### src/rtl/fb_pkg.sv
// fb_pkg: shared types and constants for the framebuffer reader.
package fb_pkg;
  typedef enum logic [1:0] {WAIT_SYNC, FETCH, DRAIN} state_t;
  localparam logic [3:0] WB_SEL_ALL = 4'hF;
  localparam int BYTES_PER_PIXEL = 4;
endpackage

### src/rtl/fb_out_fifo.sv
// fb_out_fifo: small synchronous pixel FIFO with flush; head is zero while empty.
module fb_out_fifo #(
  parameter int DEPTH = 2,
  parameter int W = 32,
  localparam int AW = $clog2(DEPTH),
  localparam int CW = $clog2(DEPTH + 1)
) (
  input  logic          sys_clk,
  input  logic          sys_rst_n,
  input  logic          push,
  input  logic          pop,
  input  logic          flush,
  input  logic [W-1:0]  din,
  output logic [W-1:0]  dout,
  output logic          full,
  output logic          empty,
  output logic [CW-1:0] count
);
  logic [W-1:0] mem [DEPTH];
  logic [AW-1:0] rd_ptr, wr_ptr;
  logic do_push, do_pop;

  always_comb begin
    empty = count == '0;
    full = count == CW'(DEPTH);
    do_pop = pop && !empty;
    do_push = push && (!full || do_pop);
    dout = empty ? '0 : mem[rd_ptr];
  end

  always_ff @(posedge sys_clk) begin
    if (!sys_rst_n || flush) begin
      rd_ptr <= '0;
      wr_ptr <= '0;
      count <= '0;
    end else begin
      if (do_push) wr_ptr <= wr_ptr + 1'b1;
      if (do_pop) rd_ptr <= rd_ptr + 1'b1;
      count <= count + CW'(do_push) - CW'(do_pop);
    end
  end

  always_ff @(posedge sys_clk)
    if (do_push) mem[wr_ptr] <= din;
endmodule

### src/rtl/fb_reader.sv
// fb_reader: Wishbone classic read master streaming the framebuffer in raster order
// into a small output FIFO, one read outstanding at a time.
module fb_reader
  import fb_pkg::*;
#(
  parameter int          HDISP = 800,
  parameter int          VDISP = 480,
  parameter logic [31:0] BASE_ADDR = 32'h0,
  parameter int          BUF_DEPTH = 2
) (
  input  logic        sys_clk,
  input  logic        sys_rst_n,
  input  logic        frame_sync,
  output logic        wb_cyc,
  output logic        wb_stb,
  output logic        wb_we,
  output logic [31:0] wb_adr,
  output logic [3:0]  wb_sel,
  input  logic [31:0] wb_dat_i,
  input  logic        wb_ack,
  input  logic        wb_err,
  output logic [31:0] pix_data,
  output logic        pix_valid,
  input  logic        pix_ready,
  output logic [15:0] err_cnt
);
  localparam int TOTAL = HDISP * VDISP;
  localparam int IW = $clog2(TOTAL);
  localparam int CW = $clog2(BUF_DEPTH + 1);

  state_t state;
  logic [IW-1:0] idx, idx_nxt;
  logic [CW-1:0] fifo_cnt;
  logic fifo_full, fifo_empty, term, flush, push, room;
  logic [31:0] push_data;

  assign wb_stb = wb_cyc;
  assign wb_we = 1'b0;
  assign wb_sel = WB_SEL_ALL;
  assign pix_valid = !fifo_empty;

  always_comb begin
    term = wb_cyc && (wb_ack || wb_err);
    idx_nxt = (idx == IW'(TOTAL - 1)) ? '0 : idx + 1'b1;
    flush = (state == FETCH && frame_sync && (!wb_cyc || term)) || (state == DRAIN && term);
    push = state == FETCH && term && !frame_sync;
    push_data = wb_ack ? wb_dat_i : 32'h0;
    room = !fifo_full && (fifo_cnt < CW'(BUF_DEPTH));
  end

  // a read is only issued once the buffer has a slot reserved for its data
  always_ff @(posedge sys_clk) begin
    if (!sys_rst_n) begin
      state <= WAIT_SYNC;
      wb_cyc <= 1'b0;
      wb_adr <= BASE_ADDR;
      idx <= '0;
      err_cnt <= '0;
    end else begin
      if (term && wb_err && !wb_ack && err_cnt != 16'hFFFF) err_cnt <= err_cnt + 16'd1;
      case (state)
        WAIT_SYNC: if (frame_sync) state <= FETCH;
        FETCH:
          if (flush) begin
            idx <= '0;
            wb_adr <= BASE_ADDR;
            wb_cyc <= 1'b0;
          end else if (frame_sync) state <= DRAIN;
          else if (term) begin
            idx <= idx_nxt;
            wb_adr <= BASE_ADDR + 32'(BYTES_PER_PIXEL) * 32'(idx_nxt);
            wb_cyc <= 1'b0;
          end else if (!wb_cyc && room) wb_cyc <= 1'b1;
        DRAIN:
          if (term) begin
            state <= FETCH;
            idx <= '0;
            wb_adr <= BASE_ADDR;
            wb_cyc <= 1'b0;
          end
        default: state <= WAIT_SYNC;
      endcase
    end
  end

  fb_out_fifo #(.DEPTH(BUF_DEPTH), .W(32)) u_fifo (
    .sys_clk(sys_clk),
    .sys_rst_n(sys_rst_n),
    .push(push),
    .pop(pix_ready),
    .flush(flush),
    .din(push_data),
    .dout(pix_data),
    .full(fifo_full),
    .empty(fifo_empty),
    .count(fifo_cnt)
  );
endmodule
### config.mk
export PLATFORM = sky130hd
export DESIGN_NAME = fb_reader
export DESIGN_NICKNAME = d
export VERILOG_FILES = /design/src/rtl/fb_pkg.sv /design/src/rtl/fb_out_fifo.sv /design/src/rtl/fb_reader.sv
export SDC_FILE = /design/constraint.sdc
export NUM_CORES = 1
export LEC_CHECK = 0
export CAP_MARGIN = 0
export CORE_ASPECT_RATIO = 0.75
export CORE_MARGIN = 8
export CORE_UTILIZATION = 49
export CTS_CLUSTER_DIAMETER = 150
export DETAILED_ROUTE_END_ITERATION = 10
export PLACE_DENSITY = 0.87
export REMOVE_ABC_BUFFERS = 1
export SYNTH_ARGS = -nofsm -noshare
export SYNTH_HDL_FRONTEND = slang
export SYNTH_SLANG_ARGS = --single-unit
### constraint.sdc
create_clock -name sys_clk -period 3.37 [get_ports sys_clk]
set_input_delay 0.5055 -clock sys_clk [delete_from_list [all_inputs] [get_ports sys_clk]]
set_output_delay 0.5055 -clock sys_clk [all_outputs]
set_load 0.01 [all_outputs]
## Word-level counts from Yosys, hierarchy flattened

Memories as Yosys holds them, arrays and structs flattened. A register that Yosys moved wholly into a read port is not among the register bits.
Cells that the tools add are included.

- Bits in registers: 74
- Memory bits (writable): 64
- Output and inout port bits: 88
- Bits of input ports: 38
- Memories: 1

- Order comparisons: 1
- Reduce and logical (&&, ||, !) cells: 30
- Multiplexer cells: 28
- Add/subtract/negate cells: 6
- Equality and inequality tests: 12

Memories:

| memory | words | bits a word | read ports | clocked after Yosys merged registers in | write ports | RTL line | source |
|---|---|---|---|---|---|---|---|
| u_fifo.mem | 2 | 32 | 1 | 1 | 1 | fb_out_fifo.sv:19 | `logic [W-1:0] mem [DEPTH];` |

Operators with widths:

| cell | number |
|---|---|
| 32-bit 2-to-1 mux | 6 |
| 19-bit 2-to-1 mux | 5 |
| 32-bit case mux with 2 select lines | 1 |
| 19-bit case mux with 2 select lines | 1 |
| 19-bit by 1-bit adder with 19-bit output, second input constant | 1 |
| 19-bit equality test, second input constant | 1 |
| 16-bit by 1-bit adder with 16-bit output, second input constant | 1 |
| 16-bit inequality test, second input constant | 1 |
| 1-bit logical AND | 13 |
| 4-bit AND reduction | 3 |
| 1-bit 2-to-1 mux | 9 |
| 2-bit 2-to-1 mux | 4 |
| 2-bit inequality test, second input constant | 4 |
| 1-bit logical NOT | 6 |
| 3-bit by 2-bit inequality test with 1-bit output, second input constant | 2 |
| 2-bit case mux with 3 select lines | 1 |
| 1-bit logical OR | 5 |
| 2-bit equality test, second input constant | 2 |
| 2-bit logical NOT | 2 |
| 4-bit by 2-bit inequality test with 1-bit output, second input constant | 1 |
| 1-bit adder, second input constant | 2 |
| 2-bit by 1-bit adder with 2-bit output | 1 |
| 2-bit by 1-bit equality test with 1-bit output, second input constant | 1 |
| 2-bit < comparator, second input constant | 1 |
| other kinds (3) | 3 |

## Depth between registers and ports, before layout

Gate-level depths: netlist of the first run.

- Depth in word-level cells: 9
- Depth in mapped cells: 9
- Gate-level depth less buffers: 9

## Cells and area by module

A second synthesis of the first run with hierarchy kept.

- Cell total of the unflattened synthesis: 471
- Area total of the unflattened synthesis: 5051.1 µm²

By module, submodules not included:

| module | cells an instance | times used | sequential area each (µm²) | area an instance (µm²) |
|---|---|---|---|---|
| fb_out_fifo | 166 | 1 | 2021.9 | 2652.5 |
| fb_reader | 305 | 1 | 760.7 | 2398.6 |

## Worst setup path after synthesis of the first run

Ideal clock, no wire load.

- Path kind: in2reg
- Start: in wb_err
- End: mem u_fifo.mem[0][0] (enable)
- Library setup time: 0.425 ns
- Path buffers: 0
- Required time: 2.945 ns
- Stages on the path: 3
- Path slack: 0.226 ns
- Data arrival time: 2.719 ns
- Cells stage by stage: o21ai_0 -> a2111oi_2 -> nor2b_1

- Cells in the longest elaborated chain, start to end: 7

RTL lines:

| element | RTL line | source |
|---|---|---|
| from (decl) | fb_reader.sv:21 | `input logic wb_err,` |
| 1-bit logical OR | fb_reader.sv:43 | `term = wb_cyc && (wb_ack \|\| wb_err);` |
| 1-bit logical AND | fb_reader.sv:43 |  |
| 1-bit logical AND (2 in a row) | fb_reader.sv:46 | `push = state == FETCH && term && !frame_sync;` |
| 1-bit logical AND | fb_out_fifo.sv:27 | `do_push = push && (!full \|\| do_pop);` |
| named net u_fifo.do_push | fb_out_fifo.sv:21 | `logic do_push, do_pop;` |
| 1-bit 2-to-1 mux | fb_out_fifo.sv:44 | `if (do_push) mem[wr_ptr] <= din;` |
| 1-bit 2-to-1 mux (not written as such) | fb_out_fifo.sv:44 |  |
| to (decl) | fb_out_fifo.sv:19 |  |

The timed path passes the listed nets, and every way through them passes these cells.

==> results of run 1 <==
synth_stat cells (all sizes together) (2+ instances only):
cell type,count
a31oi,2
o31ai,2
nand2,15
o211ai,7
buf,26
inv,8
o21ai,8
xnor2,10
nor2,76
nand4,8
a21oi,4
xor2,20
and2,35
nor4b,3
nor3,6
clkbuf,9
dfxtp,43
conb,2
nand3,12
nand2b,6
nand3b,2
mux2i,34
a311oi,2
and4,2
edfxtp,64
ha,4
or4,3
and3,4
critical path, cell delays in order (launching register included):
cell and delay [ns]:
dfxtp_2 0.65, buf_4 0.39, mux2i_1 0.29, nor2_1 0.07, clkdlybuf4s50_1 0.50
routing by layer:
metal	vias to the layer above	global-route usage	share of wire
met1	1674	0.2080	0.45
met5	-	0	0
met2	121	0.2659	0.45
met4	0	0.04485	0.0096
met3	11	0.05787	0.088
li1	1692	-	-
cell families (layout without fill, tap and decap cells):
kind of cell	after synthesis	count (layout)	synth area share
compound gates	31	31	0.04787
xor+xnor	30	30	0.05433
fa+ha+maj	4	4	0.01035
buf+inv	43	138	0.05045
flops	107	107	0.5754
mux	34	34	0.07038
other cells	2	18	0.001553
simple gates	181	181	0.1897
sequential cells by signal, summed over array words and instances (netlist names), named ones only:
| name | count |
|---|---|
| u_fifo.mem | 64 |
| u_fifo.wr_ptr | 1 |
| u_fifo.rd_ptr | 1 |
| err_cnt | 16 |
| state | 2 |
| u_fifo.count | 2 |
| wb_cyc | 1 |
| idx | 19 |
how the worst max path moves through the flow:
stage          slack [ns]                end  cells after the start
4_1_cts              0.59        pix_data[7]                      4
3_5_place_dp         0.46   u_fifo.mem[1][2]                      5
3_3_place_gp         0.50  u_fifo.mem[1][26]                      5
2_1_floorplan        0.16   u_fifo.mem[0][0]                      3
6_report             0.62        pix_data[7]                      4
5_1_grt              0.51        pix_data[3]                      4
stage by stage:
stage               setup WS, ns  instance area, um2  total power, mW  std cells
floorplan                 0.1598                4682            1.621        413
global placement          0.4966                6007            1.807        659
detailed placement        0.4640                6007            1.817        659
CTS                       0.5913                6299            2.811        675
global route              0.5144                6299            2.894        675
finish                    0.6181                6299            2.782        675
area by class of cell:
cell class                 instances  area (um2)
fill                             782        3321
sequential                       107        2784
multi-input combinational        298        1879
timing repair buffer             114        1149
clock buffer                       9       225.2
tap                              132       165.2
clock inverter                     7       66.31
inverter                           8       30.03
placed cells by master, fill, tap and decap left out, types with 5 or more instances in the layout:
cell type        synthesis  routed
nor2_1                  76      75
conb_1                   2      18
xnor2_1                 10      10
nand2b_1                 6       6
nand2_1                 15      15
clkbuf_16                0       9
edfxtp_1                64      64
buf_4                   19       5
mux2i_1                 34      34
o211ai_1                 7       7
nor3_1                   6       6
xor2_1                  20      20
nand4_1                  8       8
inv_1                    8       8
dfxtp_1                 43      42
o21ai_0                  6       6
clkdlybuf4s50_1          0     107
nand3_1                 12      12
and2_1                  35      35
where the power goes:
group / internal [mW] / leakage (nW) / switching, mW
Clock: 0.518 / 0.143 / 0.479
Sequential: 1.40 / 0.932 / 0.0224
Combinational: 0.185 / 1.08 / 0.177
Total: 2.10 / 2.15 / 0.678
==> flow_summary.toml, run 1 <==
[final_layout]
post-route-util = 0.6548
final_layout_size_suffix_gt1_frac = 0.05709
nets = 580
syn2layout_area_growth_pct = 30.25
n_antenna_cell = 0

[min_path]
hold_class = "reg -> reg"
min_to = "idx[1]"
min_from = "idx[1]"
whs_path_depth = 2

[die]
start_util = 0.5027
io_pins = 126
fp.dieH_um = 102.0
die_w_um = 130.7
core_area_mm2 = 0.009619
num_rows = 31
die_area_mm2 = 0.01334

[global_routing]
antenna_found_initial = 0
grt_pass1_vias = 3587
grt_pass1_wl_mm = 17.37
grt_start_max_net_pins = 33
grt_overflow_total = 0
grt_usage = 0.1654

[setup_path]
reg2reg_from = "wb_cyc"
r2r_cells = 4
r2r_slack_ns = 1.05
arrival_ns = 2.25
cp.required_ns = 2.86
startpoint_type = "flop"
worst_setup_path_end_kind = "output pin"
crit_path_max_fanout = 17
path_class = "reg -> out"
reg2reg_to = "u_fifo.mem[1][20]"

[synth]
synth-edff-count = 64
ys_seq_area_frac = 0.5754
ys_types = 49
synthCells = 432
yosys_register_bits = 107
avgSynthCellArea_um2 = 11.19
yosys.area.top_type = "edfxtp_1"
synth_area_mm2 = 0.004836
yosysTopAreaCellShare = 0.3974
netlist_top_cells_area = "edfxtp_1 (40%), dfxtp_1 (18%), mux2i_1 (7.0%), nor2_1 (5.9%), and2_1 (4.5%)"
synth_ff_type = "edfxtp_1"
ys_warn_count = 0
async_reset_ff_frac = 0

[status]
status = "complete, no violations"

[cts]
cts_max_level = 3
clock_latency_ns = 0.34
numCtsBuffers = 9
postCtsSetupBuffers = 0
ctsResizeCount = 0
cts.sinks = 107
cts_tree = "built"
ctsLongestPathBuffers = 2
hold_buffers = 0
cts-root-buf = "clkbuf_16"
cts.clk_slew.worst_paths_ns = 0.07

[routing]
vias_per_cell = 5.182
final_antenna_net_count = 0
route.detailed.drc = 0
totalWireLength_mm = 10.82
firstDrtPassIters = 5
drt_iter0_markers = 241
dr_total_vias = 3498
wire_per_inst_um = 16.02

[sta]
min_period_over_period = 0.8166
finClkSkew_ns = 0.01175
max-slew-margin-rel = 0.5061
rsz0062_at_grt = "false"
max_freq_mhz = 363.4
report.final.slew_viol_count = 0
setup-tns-final_ns = 0
finalSetupViolCount = 0
final_hold_viol_count = 0
worst_pin_slew_ns = 0.7407
timing.hold.ws_ns = 0.4970
period_needed_ns = 2.752

[power_and_ir_drop]
power.leakage_nw = 2.153
ir_drop_mv = 0.2414
p_per_area_mw_per_mm2 = 441.7

[placed_design]
numPortBuffers = 107
gp_congestion = 0.8637
place_hpwl_mm = 7.918

[run]
drv_cap = 0
No activity file was read; power rests on OpenSTA's default activity.
==> inputs of run 2 (changes only) <==
- clock period: 3.37 -> 2.72 ns (I/O delays scaled with it)
==> run 2 against run 1 <==
Critical path depth stayed put. Non-clock buffer count is 7 higher. Via count is 0.34% lower. Clock skew is 0.0058 ns lower. Flip-flop and latch count stayed put. Power is 22% higher. Core utilization is 0.46 points higher. Cell count is 1.0% higher. Sequential power is 24% higher. Sequential share of layout area is 0.31 points lower. Combinational power is 27% higher. Register-to-register slack worse by 0.45 ns. Critical endpoint is now pix_data[12]. Largest cell class unchanged.
==> flow_summary.toml, run 2 (synthesis gave the netlist of run 1 again) <==
[status]
status = "complete, no violations"

[placed_design]
gp_congestion = 0.8917
post-place-ws_ns = 0.01383
place_hpwl_mm = 7.999
numPortBuffers = 107
dpl_cell_area_mm2 = 0.006072
dp.cells = 666

[final_layout]
final_cell_mix = "clkdlybuf4s50_1 (107), nor2_1 (75), edfxtp_1 (64), dfxtp_1 (42), and2_1 (35)"
syn2layout_area_growth_pct = 31.15
seq_area_mm2 = 0.002784
n_antenna_cell = 0
final_cells = 682
final_layout_size_suffix_gt1_frac = 0.06909
largestRegisters = "u_fifo.mem x64, idx x19, err_cnt x16"
multi_input_area_mm2 = 0.001879
finalInstanceArea_mm2 = 0.006342
post-route-util = 0.6593
mostFrequentLayoutCell = "clkdlybuf4s50_1"
largest_register_ffs = 64
nets = 587
largest-register = "u_fifo.mem"
fillers = 763

[sta]
worst_pin_slew_ns = 0.7760
min_period_over_period = 0.8933
period_needed_ns = 2.430
final_hold_viol_count = 0
finClkSkew_ns = 0.005988
finalSetupViolCount = 0
max-slew-margin-rel = 0.4826
max_freq_mhz = 411.6
setup-tns-final_ns = 0
report.final.slew_viol_count = 0
rsz0062_at_grt = "false"
timing.hold.ws_ns = 0.5122
setup_ws_ns = 0.2903

[global_routing]
grt_usage = 0.1649
grt_start_max_net_pins = 33
grt_overflow_total = 0
antenna_found_initial = 0
grt_pass1_vias = 3484
grt_pass1_wl_mm = 17.38

[power_and_ir_drop]
p_per_area_mw_per_mm2 = 534.9
ir_drop_mv = 0.2468
finalPower_mw = 3.392
power.leakage_nw = 2.170

[setup_path]
arrival_ns = 2.02
path_class = "reg -> out"
max_stage_delay_ns = 0.65
cp_top_family = "buffers and inverters"
crit_buf_inv = 2
crit_path_max_fanout = 18
cp.required_ns = 2.31
cpMaxStageDelayCell = "dfxtp_2"
worst_setup_path_end_kind = "output pin"
startpoint_type = "flop"
path_cells = "buf_12, mux2i_1, nor2_1, clkdlybuf4s50_1"

[cts]
ctsResizeCount = 0
hold_buffers = 0
postCtsSetupBuffers = 0
cts_max_level = 3
ctsLongestPathBuffers = 2
cts.sinks = 107
cts.clk_slew.worst_paths_ns = 0.07
cts-root-buf = "clkbuf_16"
cts_tree = "built"
numCtsBuffers = 9
clock_latency_ns = 0.33

[die]
core_area_mm2 = 0.009619
fp.dieH_um = 102.0
start_util = 0.5027
die_w_um = 130.7
die_area_mm2 = 0.01334
io_pins = 126
num_rows = 31

[routing]
wire_per_inst_um = 16.14
route.detailed.drc = 0
final_antenna_net_count = 0
vias_per_cell = 5.111
drt_iter0_markers = 207
firstDrtPassIters = 4
totalWireLength_mm = 11.01
dr_total_vias = 3486

[min_path]
hold_class = "reg -> reg"

[run]
drv_cap = 0
[run 2: final timing paths]
path / end / cells after the start / slack, ns / startpoint
setup / recovery: pix_data[12] / 4 / 0.29 / flop
hold / removal: idx[1] / 2 / 0.51 / idx[1]
setup reg to reg: idx[17] / 6 / 0.60 / wb_cyc
hold reg to reg: idx[1] / 2 / 0.51 / idx[1]
[run 2: tightest hold or removal path, delay by kind of cell (launching register included)]
family,cells,cell delay [ns]
flip-flops,1,0.34
AND/OR/NAND/NOR,1,0.06
AO/OA/AOI/OAI,1,0.06
[run 2: area by class of cell]
class | count | area share
flip-flops and latches | 107 | 0.4389
multi-input cells | 298 | 0.2963
repair buffers | 121 | 0.1914
clock buffers | 10 | 0.03610
well taps | 132 | 0.02604
clock inverters | 6 | 0.006510
inverters | 8 | 0.004735
[run 2: routing by layer]
metal	track usage	vias to the layer above	wire (um)
li1	-	1701	-
met1	0.2046	1644	4714
met2	0.2683	132	5196
met3	0.06152	9	1036
met4	0.03782	0	61
met5	0	-	0
[run 2: where the power goes]
part	internal, mW	switching [mW]	total [mW]
clock	0.620	0.548	1.17
combinational	0.239	0.221	0.460
sequential	1.74	0.0278	1.76
==> inputs of run 3 (changes only) <==
- ABC_AREA: unset -> 1
- CORE_UTILIZATION: 49 -> 51
- MAX_ROUTING_LAYER: unset -> met4
- PLACE_DENSITY: 0.87 -> 0.88
==> run 3 against run 2 <==
Core utilization rose by 0.57 points. Register-to-register slack improved by 0.20 ns. Non-clock buffer count fell by 6. Worst setup slack improved by 0.14 ns. Critical path type unchanged. Largest power group unchanged.
==> flow_summary.toml, run 3 <==
[status]
status = "complete, no violations"

[sta]
min_period_over_period = 0.8430
setup_ws_ns = 0.4270
rsz0062_at_grt = "false"
finalSetupViolCount = 0
max-slew-margin-rel = 0.5924
setup-tns-final_ns = 0
worst_pin_slew_ns = 0.6076
final_hold_viol_count = 0
finClkSkew_ns = 0.006524
period_needed_ns = 2.293
max_freq_mhz = 436.1
timing.hold.ws_ns = 0.4936
report.final.slew_viol_count = 0

[placed_design]
numPortBuffers = 107
dp.cells = 906
place_hpwl_mm = 9.141
gp_congestion = 0.9227
post-place-ws_ns = 0.3553
dpl_cell_area_mm2 = 0.006588

[setup_path]
path_cells = "inv_1, buf_4, nand2_1, a21oi_1, clkdlybuf4s50_1"
cpMaxStageDelayCell = "clkdlybuf4s50_1"
max_stage_delay_ns = 0.59
crit_path_max_fanout = 32
startpoint_type = "flop"
cp.required_ns = 2.31
arrival_ns = 1.88
path_class = "reg -> out"
worst_setup_path_end_kind = "output pin"
crit_buf_inv = 3
cp_top_family = "buffers and inverters"

[routing]
wl_met2_mm = 6.218
wire_per_inst_um = 13.70
dr_wl_met3_um = 750
route.detailed.drc = 0
final_antenna_net_count = 0
vias_per_cell = 4.934
dr.max_layer_used = "met4"
met1_length_mm = 5.588
dr_total_vias = 4549
firstDrtPassIters = 5
drt_iter0_markers = 389
totalWireLength_mm = 12.63

[synth]
yosys.area.top_type = "edfxtp_1"
synth-simple-area-share = 0.2750
yosys.area_share.xor_xnor = 0.01603
synthCells = 682
ys_warn_count = 0
yosysTopAreaCellShare = 0.3517
ys_types = 38
ys_seq_area_frac = 0.5093
synth_area_mm2 = 0.005464
async_reset_ff_frac = 0
synth-edff-count = 64
synth_mux_area_frac = 0
synth_ff_type = "edfxtp_1"
yosys-top-cells-count = "nand2_1 (204), inv_1 (93), edfxtp_1 (64)"
synth_top_family_by_area = "simple AND/OR/NAND/NOR gates"
avgSynthCellArea_um2 = 8.012
yosysMostFrequentCell = "nand2_1"
yosys_register_bits = 107
netlist_top_cells_area = "edfxtp_1 (35%), dfxtp_1 (16%), nand2_1 (14%), inv_1 (6.4%), a21oi_1 (4.9%)"
synthAdderAreaFrac = 0.009160
synth_compound_gate_area_share = 0.07053

[global_routing]
grt_overflow_total = 0
grt_start_max_net_pins = 35
grt_usage = 0.1831
grt_pass1_wl_mm = 20.79
antenna_found_initial = 0
grt_pass1_vias = 4145

[final_layout]
largest_register_ffs = 64
final_cell_mix = "nand2_1 (204), clkdlybuf4s50_1 (107), inv_1 (93), edfxtp_1 (64), nor2_1 (60)"
final_layout_size_suffix_gt1_frac = 0.07761
post-route-util = 0.6651
nets = 823
largestRegisters = "u_fifo.mem x64, idx x19, err_cnt x16"
largest-register = "u_fifo.mem"
final_cells = 922
n_antenna_cell = 0
mostFrequentLayoutCell = "nand2_1"
syn2layout_area_growth_pct = 26.22
finalInstanceArea_mm2 = 0.006897

[cts]
cts.sinks = 107
ctsResizeCount = 0
ctsLongestPathBuffers = 2
postCtsSetupBuffers = 0
numCtsBuffers = 9
cts.clk_slew.worst_paths_ns = 0.07
clock_latency_ns = 0.34
cts_max_level = 3
cts_tree = "built"
hold_buffers = 0
cts-root-buf = "clkbuf_16"

[min_path]
hold_class = "reg -> reg"

[power_and_ir_drop]
ir_drop_mv = 0.2921
finalPower_mw = 3.489
p_per_area_mw_per_mm2 = 505.9
power.leakage_nw = 2.902

[die]
num_rows = 32
io_pins = 126
core_area_mm2 = 0.01037
die_w_um = 135.5
start_util = 0.5269
die_area_mm2 = 0.01432
fp.dieH_um = 105.6

[run]
drv_cap = 0
## run 3: cell count changes in the layout (fill, tap and decap cells not counted), moves of 7 or more
cell	previous run	this run
nand2_1	15	204
nor2_1	75	60
mux2i_1	34	0
nand3_1	12	25
and2_1	35	1
a21oi_1	4	54
xor2_1	20	8
nor2_2	1	8
xnor2_1	10	2
inv_1	8	93
## run 3: path summary, 6_finish.rpt
path | start | cells after the start | slack (ns) | to
worst max-delay path | flop | 5 | 0.43 | pix_data[13]
worst min-delay path | state[0] | 1 | 0.49 | state[0]
worst max register to register | u_fifo.count[1] | 8 | 0.80 | u_fifo.count[1]
worst min register to register | state[0] | 1 | 0.49 | state[0]
## run 3: final cells by class
| type | instances | area [um2] |
|---|---|---|
| flip-flops and latches | 107 | 2783 |
| fillers | 843 | 3473 |
| clock buffers | 9 | 225.2 |
| well taps | 136 | 170.2 |
| inverters | 100 | 377.9 |
| clock inverters | 7 | 83.83 |
| multi-input cells | 448 | 2101 |
| repair buffers | 115 | 1156 |
## run 3: logic make-up (layout without fill, tap and decap cells)
family          Yosys count  count (layout)
xor+xnor                 10              10
simple gates            341             341
other cells               2              18
fa+ha+maj                 4               4
flops                   107             107
buf+inv                 143             231
compound gates           75              75
## run 3: power by group
part	total [mW]	switching (mW)	internal [mW]	leakage (nW)
clock network	1.34	0.609	0.733	0.149
logic	0.405	0.229	0.176	1.82
registers	1.74	0.0134	1.73	0.932
## run 3: layer usage
metal  vias up  GRT usage
li1       2313          -
met1      2098     0.2342
met2       132     0.2921
met3         6    0.04317
met4         0    0.03399
met5         -          -
